<file path="config.mk">
export PLATFORM = sky130hd
export DESIGN_NAME = fft_peak_detect
export DESIGN_NICKNAME = d
export VERILOG_FILES = /design/src/rtl/fft_pkg.sv /design/src/rtl/fft_power_calc.sv /design/src/rtl/fft_peak_detect.sv
export SDC_FILE = /design/constraint.sdc
export NUM_CORES = 2
export LEC_CHECK = 0
export ABC_AREA = 1
export CAP_MARGIN = 20
export CORE_ASPECT_RATIO = 0.5
export CORE_MARGIN = 4
export CORE_UTILIZATION = 59
export CTS_CLUSTER_SIZE = 10
export DETAILED_ROUTE_END_ITERATION = 8
export PLACE_DENSITY = 0.75
export SLEW_MARGIN = 15
export SYNTH_ARGS = -nofsm -noshare
export SYNTH_HDL_FRONTEND = slang
export SYNTH_SLANG_ARGS = --single-unit
</file>
<file path="constraint.sdc">
create_clock -name clk -period 5.45 [get_ports clk]
set_clock_uncertainty 0.05 [all_clocks]
set_input_delay 1.3625 -clock clk [delete_from_list [all_inputs] [get_ports clk]]
set_output_delay 1.3625 -clock clk [all_outputs]
set_load 0.005 [all_outputs]
</file>
<file path="src/rtl/fft_pkg.sv">
`default_nettype none
// ============================================================================
//  Module      : fft_pkg
//  Description : Shared constants, FSM state type and width helper for the
//                FFT peak detector.
//  Revision    : 1.0 - initial release
// ============================================================================
package fft_pkg;

    localparam int FFT_N  = 512;
    localparam int FFT_DW = 16;
    localparam int FFT_BW = 9;

    typedef enum logic [1:0] {
        IDLE   = 2'd0,
        ACCUM  = 2'd1,
        FLUSH  = 2'd2,
        REPORT = 2'd3
    } state_t;

    // Width of an unsigned re^2 + im^2 for DW-bit signed operands.
    function automatic int pow_width(input int dw);
        return 2 * dw;
    endfunction

endpackage
`default_nettype wire

</file>
<file path="src/rtl/fft_power_calc.sv">
`default_nettype none
// ============================================================================
//  Module      : fft_power_calc
//  Description : Two-stage power pipeline. Stage 1 squares the real and
//                imaginary parts; stage 2 sums them. The beat's sop flag and
//                bin index travel alongside. Each stage loads only when the
//                stage feeding it holds a valid beat.
//  Ports       : clk, rst_n       - clock, async active-low reset
//                in_valid/in_sop  - beat valid / first-beat tag
//                in_bin           - bin index of the beat
//                in_real/in_imag  - signed sample components
//                pow_valid/pow_sop/pow_bin/pow - stage-2 result
//  Revision    : 1.0 - initial release
// ============================================================================
module fft_power_calc
    import fft_pkg::*;
#(
    parameter int DW = FFT_DW,
    parameter int BW = FFT_BW
)
(
    input  logic                      clk,
    input  logic                      rst_n,
    input  logic                      in_valid,
    input  logic                      in_sop,
    input  logic [BW-1:0]             in_bin,
    input  logic [DW-1:0]             in_real,
    input  logic [DW-1:0]             in_imag,
    output logic                      pow_valid,
    output logic                      pow_sop,
    output logic [BW-1:0]             pow_bin,
    output logic [pow_width(DW)-1:0]  pow
);

    localparam int PW = pow_width(DW);

    // Sign-extend before multiplying so the PW-bit product is exact.
    // The largest square, (-2^(DW-1))^2, still fits below the sign bit.
    logic signed [PW-1:0] w_re_ext;
    logic signed [PW-1:0] w_im_ext;
    logic        [PW-1:0] w_re_sq;
    logic        [PW-1:0] w_im_sq;

    assign w_re_ext = PW'($signed(in_real));
    assign w_im_ext = PW'($signed(in_imag));
    assign w_re_sq  = w_re_ext * w_re_ext;
    assign w_im_sq  = w_im_ext * w_im_ext;

    logic          r1_valid;
    logic          r1_sop;
    logic [BW-1:0] r1_bin;
    logic [PW-1:0] r1_re_sq;
    logic [PW-1:0] r1_im_sq;

    logic          r2_valid;
    logic          r2_sop;
    logic [BW-1:0] r2_bin;
    logic [PW-1:0] r2_pow;

    always_ff @(posedge clk or negedge rst_n) begin
        if (!rst_n) begin
            r1_valid <= 1'b0;
            r1_sop   <= 1'b0;
            r1_bin   <= '0;
            r1_re_sq <= '0;
            r1_im_sq <= '0;
        end else begin
            r1_valid <= in_valid;
            if (in_valid) begin
                r1_sop   <= in_sop;
                r1_bin   <= in_bin;
                r1_re_sq <= w_re_sq;
                r1_im_sq <= w_im_sq;
            end
        end
    end

    // Each square is at most 2^(PW-2), so the sum is at most 2^(PW-1).
    always_ff @(posedge clk or negedge rst_n) begin
        if (!rst_n) begin
            r2_valid <= 1'b0;
            r2_sop   <= 1'b0;
            r2_bin   <= '0;
            r2_pow   <= '0;
        end else begin
            r2_valid <= r1_valid;
            if (r1_valid) begin
                r2_sop <= r1_sop;
                r2_bin <= r1_bin;
                r2_pow <= r1_re_sq + r1_im_sq;
            end
        end
    end

    assign pow_valid = r2_valid;
    assign pow_sop   = r2_sop;
    assign pow_bin   = r2_bin;
    assign pow       = r2_pow;

endmodule
`default_nettype wire

</file>
<file path="src/rtl/fft_peak_detect.sv">
`default_nettype none
// ============================================================================
//  Module      : fft_peak_detect
//  Description : Consumes one FFT output frame, computes per-bin power and
//                reports the index and power of the strongest bin inside the
//                search window [MIN_BIN, MAX_BIN]. Malformed frames raise a
//                one-cycle error pulse and leave the reported peak unchanged.
//  Ports       : clk, rst_n                - clock, async active-low reset
//                source_valid/sop/eop      - FFT source stream framing
//                source_real/source_imag   - signed bin components
//                peak_bin/peak_pow         - last good frame's peak
//                frame_done/frame_err      - one-cycle result pulses
//                busy                      - frame in progress
//  Revision    : 1.0 - initial release
// ============================================================================
module fft_peak_detect
    import fft_pkg::*;
#(
    parameter int DW      = FFT_DW,
    parameter int N       = FFT_N,
    parameter int BW      = FFT_BW,
    parameter int MIN_BIN = 1,
    parameter int MAX_BIN = 255
)
(
    input  logic                     clk,
    input  logic                     rst_n,
    input  logic                     source_valid,
    input  logic                     source_sop,
    input  logic                     source_eop,
    input  logic [DW-1:0]            source_real,
    input  logic [DW-1:0]            source_imag,
    output logic [BW-1:0]            peak_bin,
    output logic [pow_width(DW)-1:0] peak_pow,
    output logic                     frame_done,
    output logic                     frame_err,
    output logic                     busy
);

    localparam int            PW       = pow_width(DW);
    localparam logic [BW:0]   LAST_IDX = (BW+1)'(N - 1);
    localparam logic [BW:0]   OVER_IDX = (BW+1)'(N);
    localparam logic [BW-1:0] MIN_IDX  = BW'(MIN_BIN);

    // ------------------------------------------------------------------
    // Frame-control FSM
    // ------------------------------------------------------------------
    state_t        r_state,    w_state_nxt;
    logic [BW:0]   r_idx,      w_idx_nxt;     // index the next beat will take
    logic [1:0]    r_flush,    w_flush_nxt;
    logic          r_busy,     w_busy_nxt;
    logic          r_done,     w_done_nxt;
    logic          r_err,      w_err_nxt;
    logic [BW-1:0] r_peak_bin, w_peak_bin_nxt;
    logic [PW-1:0] r_peak_pow, w_peak_pow_nxt;

    // Beat forwarded into the power pipeline
    logic          w_fwd;
    logic          w_fwd_sop;
    logic [BW-1:0] w_fwd_bin;

    // Running maximum (stage 3)
    logic          r_have;
    logic [BW-1:0] r_max_bin;
    logic [PW-1:0] r_max_pow;

    always_comb begin
        w_state_nxt    = r_state;
        w_idx_nxt      = r_idx;
        w_flush_nxt    = r_flush;
        w_busy_nxt     = r_busy;
        w_done_nxt     = 1'b0;
        w_err_nxt      = 1'b0;
        w_peak_bin_nxt = r_peak_bin;
        w_peak_pow_nxt = r_peak_pow;
        w_fwd          = 1'b0;
        w_fwd_sop      = 1'b0;
        w_fwd_bin      = r_idx[BW-1:0];

        case (r_state)
            IDLE: begin
                if (source_valid && source_sop) begin
                    w_fwd       = 1'b1;
                    w_fwd_sop   = 1'b1;
                    w_fwd_bin   = '0;
                    w_idx_nxt   = (BW+1)'(1);
                    w_busy_nxt  = 1'b1;
                    w_state_nxt = ACCUM;
                end
            end

            ACCUM: begin
                if (source_valid) begin
                    if (source_sop) begin
                        // Restart: the old frame is abandoned, the new one
                        // begins with this beat as bin 0.
                        w_err_nxt = 1'b1;
                        w_fwd     = 1'b1;
                        w_fwd_sop = 1'b1;
                        w_fwd_bin = '0;
                        w_idx_nxt = (BW+1)'(1);
                    end else if ((r_idx == OVER_IDX) ||
                                 (source_eop && (r_idx != LAST_IDX))) begin
                        // Either eop arrived early, or a beat arrived past
                        // the last bin without an eop having been seen.
                        w_err_nxt   = 1'b1;
                        w_busy_nxt  = 1'b0;
                        w_state_nxt = IDLE;
                    end else begin
                        w_fwd     = 1'b1;
                        w_idx_nxt = r_idx + (BW+1)'(1);
                        if (source_eop) begin
                            w_flush_nxt = '0;
                            w_state_nxt = FLUSH;
                        end
                    end
                end
            end

            FLUSH: begin
                // Three cycles lets the eop beat clear stage 3 with margin,
                // fixing the eop-to-done latency independent of stalls.
                if (r_flush == 2'd2) begin
                    w_state_nxt = REPORT;
                end else begin
                    w_flush_nxt = r_flush + 2'd1;
                end
            end

            REPORT: begin
                w_peak_bin_nxt = r_max_bin;
                w_peak_pow_nxt = r_max_pow;
                w_done_nxt     = 1'b1;
                w_busy_nxt     = 1'b0;
                w_state_nxt    = IDLE;
            end

            default: begin
                w_state_nxt = IDLE;
            end
        endcase
    end

    always_ff @(posedge clk or negedge rst_n) begin
        if (!rst_n) begin
            r_state    <= IDLE;
            r_idx      <= '0;
            r_flush    <= '0;
            r_busy     <= 1'b0;
            r_done     <= 1'b0;
            r_err      <= 1'b0;
            r_peak_bin <= '0;
            r_peak_pow <= '0;
        end else begin
            r_state    <= w_state_nxt;
            r_idx      <= w_idx_nxt;
            r_flush    <= w_flush_nxt;
            r_busy     <= w_busy_nxt;
            r_done     <= w_done_nxt;
            r_err      <= w_err_nxt;
            r_peak_bin <= w_peak_bin_nxt;
            r_peak_pow <= w_peak_pow_nxt;
        end
    end

    // ------------------------------------------------------------------
    // Stages 1-2: power computation
    // ------------------------------------------------------------------
    logic          w_pow_valid;
    logic          w_pow_sop;
    logic [BW-1:0] w_pow_bin;
    logic [PW-1:0] w_pow;

    fft_power_calc #(
        .DW (DW),
        .BW (BW)
    ) u_power_calc (
        .clk       (clk),
        .rst_n     (rst_n),
        .in_valid  (w_fwd),
        .in_sop    (w_fwd_sop),
        .in_bin    (w_fwd_bin),
        .in_real   (source_real),
        .in_imag   (source_imag),
        .pow_valid (w_pow_valid),
        .pow_sop   (w_pow_sop),
        .pow_bin   (w_pow_bin),
        .pow       (w_pow)
    );

    // ------------------------------------------------------------------
    // Stage 3: running maximum
    // The clear is carried by the sop tag rather than done by the FSM, so
    // beats of an abandoned frame still in flight cannot pollute the new
    // frame's maximum.
    // ------------------------------------------------------------------
    logic w_in_win;
    assign w_in_win = (int'(w_pow_bin) >= MIN_BIN) && (int'(w_pow_bin) <= MAX_BIN);

    always_ff @(posedge clk or negedge rst_n) begin
        if (!rst_n) begin
            r_have    <= 1'b0;
            r_max_bin <= '0;
            r_max_pow <= '0;
        end else if (w_pow_valid) begin
            if (w_pow_sop) begin
                r_have    <= w_in_win;
                r_max_bin <= w_in_win ? w_pow_bin : MIN_IDX;
                r_max_pow <= w_in_win ? w_pow : '0;
            end else if (w_in_win && (!r_have || (w_pow > r_max_pow))) begin
                // Strict compare keeps the lowest index on ties.
                r_have    <= 1'b1;
                r_max_bin <= w_pow_bin;
                r_max_pow <= w_pow;
            end
        end
    end

    assign peak_bin   = r_peak_bin;
    assign peak_pow   = r_peak_pow;
    assign frame_done = r_done;
    assign frame_err  = r_err;
    assign busy       = r_busy;

endmodule
`default_nettype wire

</file>
==> results.cfg <==
[worst_hold_path]
holdCritPathClass = register to register

[worst_setup_path]
path_buf_inv = 9
cp_slowest_cell = fa_1
critical_path_class = primary input to register
slowest_delay_ns = 0.62
setup.worst_path.start_class = primary input
critical_path.top_delay_family = adder cells
required_ns = 5.80
worst_setup_path_end_kind = register
crit_path_cell_trace = buf_6, buf_12, buf_6, nand2_2, inv_2, fa_1, inv_2, fa_1, inv_2, fa_1, fa_1, fa_1, inv_2, fa_1, inv_2, ha_4, nand2_4, buf_6, nor3_4, nand2_1, o211ai_1, xnor2_1, o21ai_1
crit_path_frequent_cell = fa_1
crit_fanout = 5
cp_data_arrival_time_ns = 6.71

[route]
drtIter0Drc = 2878
vias = 28600
drc_errors = 0
postRouteAntennaNets = 0
drt-wirelength-per-cell_um = 21.1
drtPass1Iterations = 6
via_per_inst = 5.73
routed_wl_um = 105000

[run_status]
violations = setup timing
outcome = finished with violations

[clock_tree]
clk-insertion-delay-late_ns = 0.55
cts-htree-levels = 1
cts-root-buf = clkbuf_16
clkTransAtPathRegs_ns = 0.05
cts_made_buffers = 25
cts.path.max_buffers = 3
cts_tree = yes
clock-sinks = 216
hold_buffers = 0

[layout]
final_cell_mix = inv_1, nand2_1, buf_4, fa_1, dfrtp_1
final_cells = 4992
utilization_pct = 82.7
finalNetCount = 5053
layout_commonest_cell = inv_1
n_antenna_cell = 0
area_delta_synth_final_pct = 38.8
drive_gt1_share_pct = 33.8

[timing]
rsz0062_at_grt = true
finalSetupViolCount = 47
tightest_slew_ns = 1.04
slew_headroom_pct = 30.7
holdWs_ns = 0.416
setup_slack_ns = -0.911
max_freq_mhz = 157
report.final.slew_viol_count = 0
min_period_ns = 6.36
fin_crit_sh_pct = 117
finalHoldViolations = 0
setup_tns_ns = -28.04

[yosys]
synth.avg_cell_area_um2 = 8.14
synth-edff-count = 0
synthArstFlopShare_pct = 100
synthCells = 3675
yosysWarnings = 0
synth_xor_area_share_pct = 2.87
synth.net_count = 4428
synth_cell_types = 47
synth-compound-area-share_pct = 7.99
synth_top_family_by_area = adder cells
synth_area_um2 = 29900
synth_fa_ha_area_share_pct = 41.6
synthSimpleGateAreaFrac_pct = 16.4
muxShareOfSynthArea_pct = 0
synth_area_leaders = fa_1, dfrtp_1, inv_1
yosysTopAreaCellShare_pct = 31.2
yosysTopAreaCell = fa_1
synthFlopType = dfrtp_1
synth_seq_cells = 216
synth_seq_area_share_pct = 18.1

[placed_design]
placedCellCount = 4753
place.gp.congestion = 0.979
dpl.hpwl_um = 65800
port_buffers = 80

[grt]
grtUsageTotal_pct = 33.8
grt_pass1_vias = 28500
grt.overflow.total = 0
grt_pass1_wl_um = 148000
grt_max_degree = 123
antenna_found_initial = 5

[floorplanning]
coreArea_um2 = 50200
start_util_pct = 59.6
ios = 81
die_h_um = 167
placementRows = 58
dieArea_um2 = 54600
fp.dieW_um = 327

[job]
drv_cap = 0
==> cell families after synthesis <==
logic type / count (synthesis)
XOR/XNOR: 98
buffers and inverters: 1026
AO/OA/AOI/OAI: 420
AND/OR/NAND/NOR: 1199
flip-flops: 216
adder cells (fa/ha/maj): 716
==> cells in the mapped netlist, types with 18 or more instances <==
cell and count:
o21ai_0 154, dfrtp_1 216, nand3_1 135, xnor2_1 48
or2_2 22, inv_1 907, fa_1 467, o21bai_1 23
xor2_1 50, clkbuf_1 93, o21ai_1 18, ha_1 249
nor3_1 34, nand4_1 28, a21oi_1 139, nor2_1 146
nand2_1 812, a21boi_0 30
==> per-layer routing <==
| layer | global-route usage [%] | routed length [µm] | vias to the layer above |
|---|---|---|---|
| met1 | 46.5 | 39700 | 14000 |
| met4 | 10.6 | 7020 | 10 |
| met5 | 0 | 72 | - |
| li1 | - | - | 12300 |
| met3 | 6.95 | 10100 | 579 |
| met2 | 54.6 | 48500 | 1719 |
==> worst reg2reg max path: cells and delay by family, from the launching register on <==
family        cells  cell delay (ns)
fa+ha+maj         1             0.30
buf+inv           1             0.07
flops             1             0.34
simple gates     13             2.59
==> path summary, 6_finish.rpt <==
| check | from | endpoint | slack [ns] | cells past startpoint |
|---|---|---|---|---|
| hold reg to reg | r_max_pow[19] | r_max_pow[19] | 0.42 | 2 |
| max in group asynchronous | rst_n | u_power_calc.r1_re_sq[18] | 3.25 | 2 |
| min in group asynchronous | rst_n | peak_pow[19] | 0.83 | 1 |
| setup / recovery | source_real[14] | u_power_calc.r1_re_sq[24] | -0.91 | 23 |
| setup reg to reg | r_max_pow[23] | r_have | 1.99 | 15 |
| hold / removal | r_max_pow[19] | r_max_pow[19] | 0.42 | 2 |
==> final cells by class <==
cell class / instances / area [µm²]
clock buffer: 28 / 647
clock inverter: 1 / 20.0
fill: 2746 / 8680
inverter: 912 / 3480
multi-input combinational: 2433 / 24200
sequential: 216 / 5410
tap: 690 / 863
timing repair buffer: 712 / 6880
==> per-stage QoR <==
step	cell area, µm²	setup slack [ns]
after floorplan	31600	-0.866
after global placement	35700	-1.70
after detailed placement	35700	-1.77
after CTS	39500	-0.762
after global routing	41500	-1.02
final	41500	-0.911
==> state kept, by name, indices dropped and copies added (netlist names) <==
signal and cells:
r_flush 2, u_power_calc.pow_valid 1, u_power_calc.r1_valid 1, u_power_calc.r1_sop 1, r_idx 10, u_power_calc.r1_re_sq 31, frame_done 1, r_max_pow 32
u_power_calc.pow 32, r_state 2, r_max_bin 9, u_power_calc.r1_im_sq 31, r_have 1, u_power_calc.pow_sop 1, peak_bin 9, frame_err 1
peak_pow 32, u_power_calc.pow_bin 9, u_power_calc.r1_bin 9, busy 1
==> timing repair <==
item	CTS	global route
setup endpoints to repair	50	50
resized for setup	674	423
buffers inserted	127	92
pin swaps	337	313
gates cloned	11	0
Power is not shown: default switching activity piles up to over one toggle a cycle in this logic, so the estimate is an artifact.
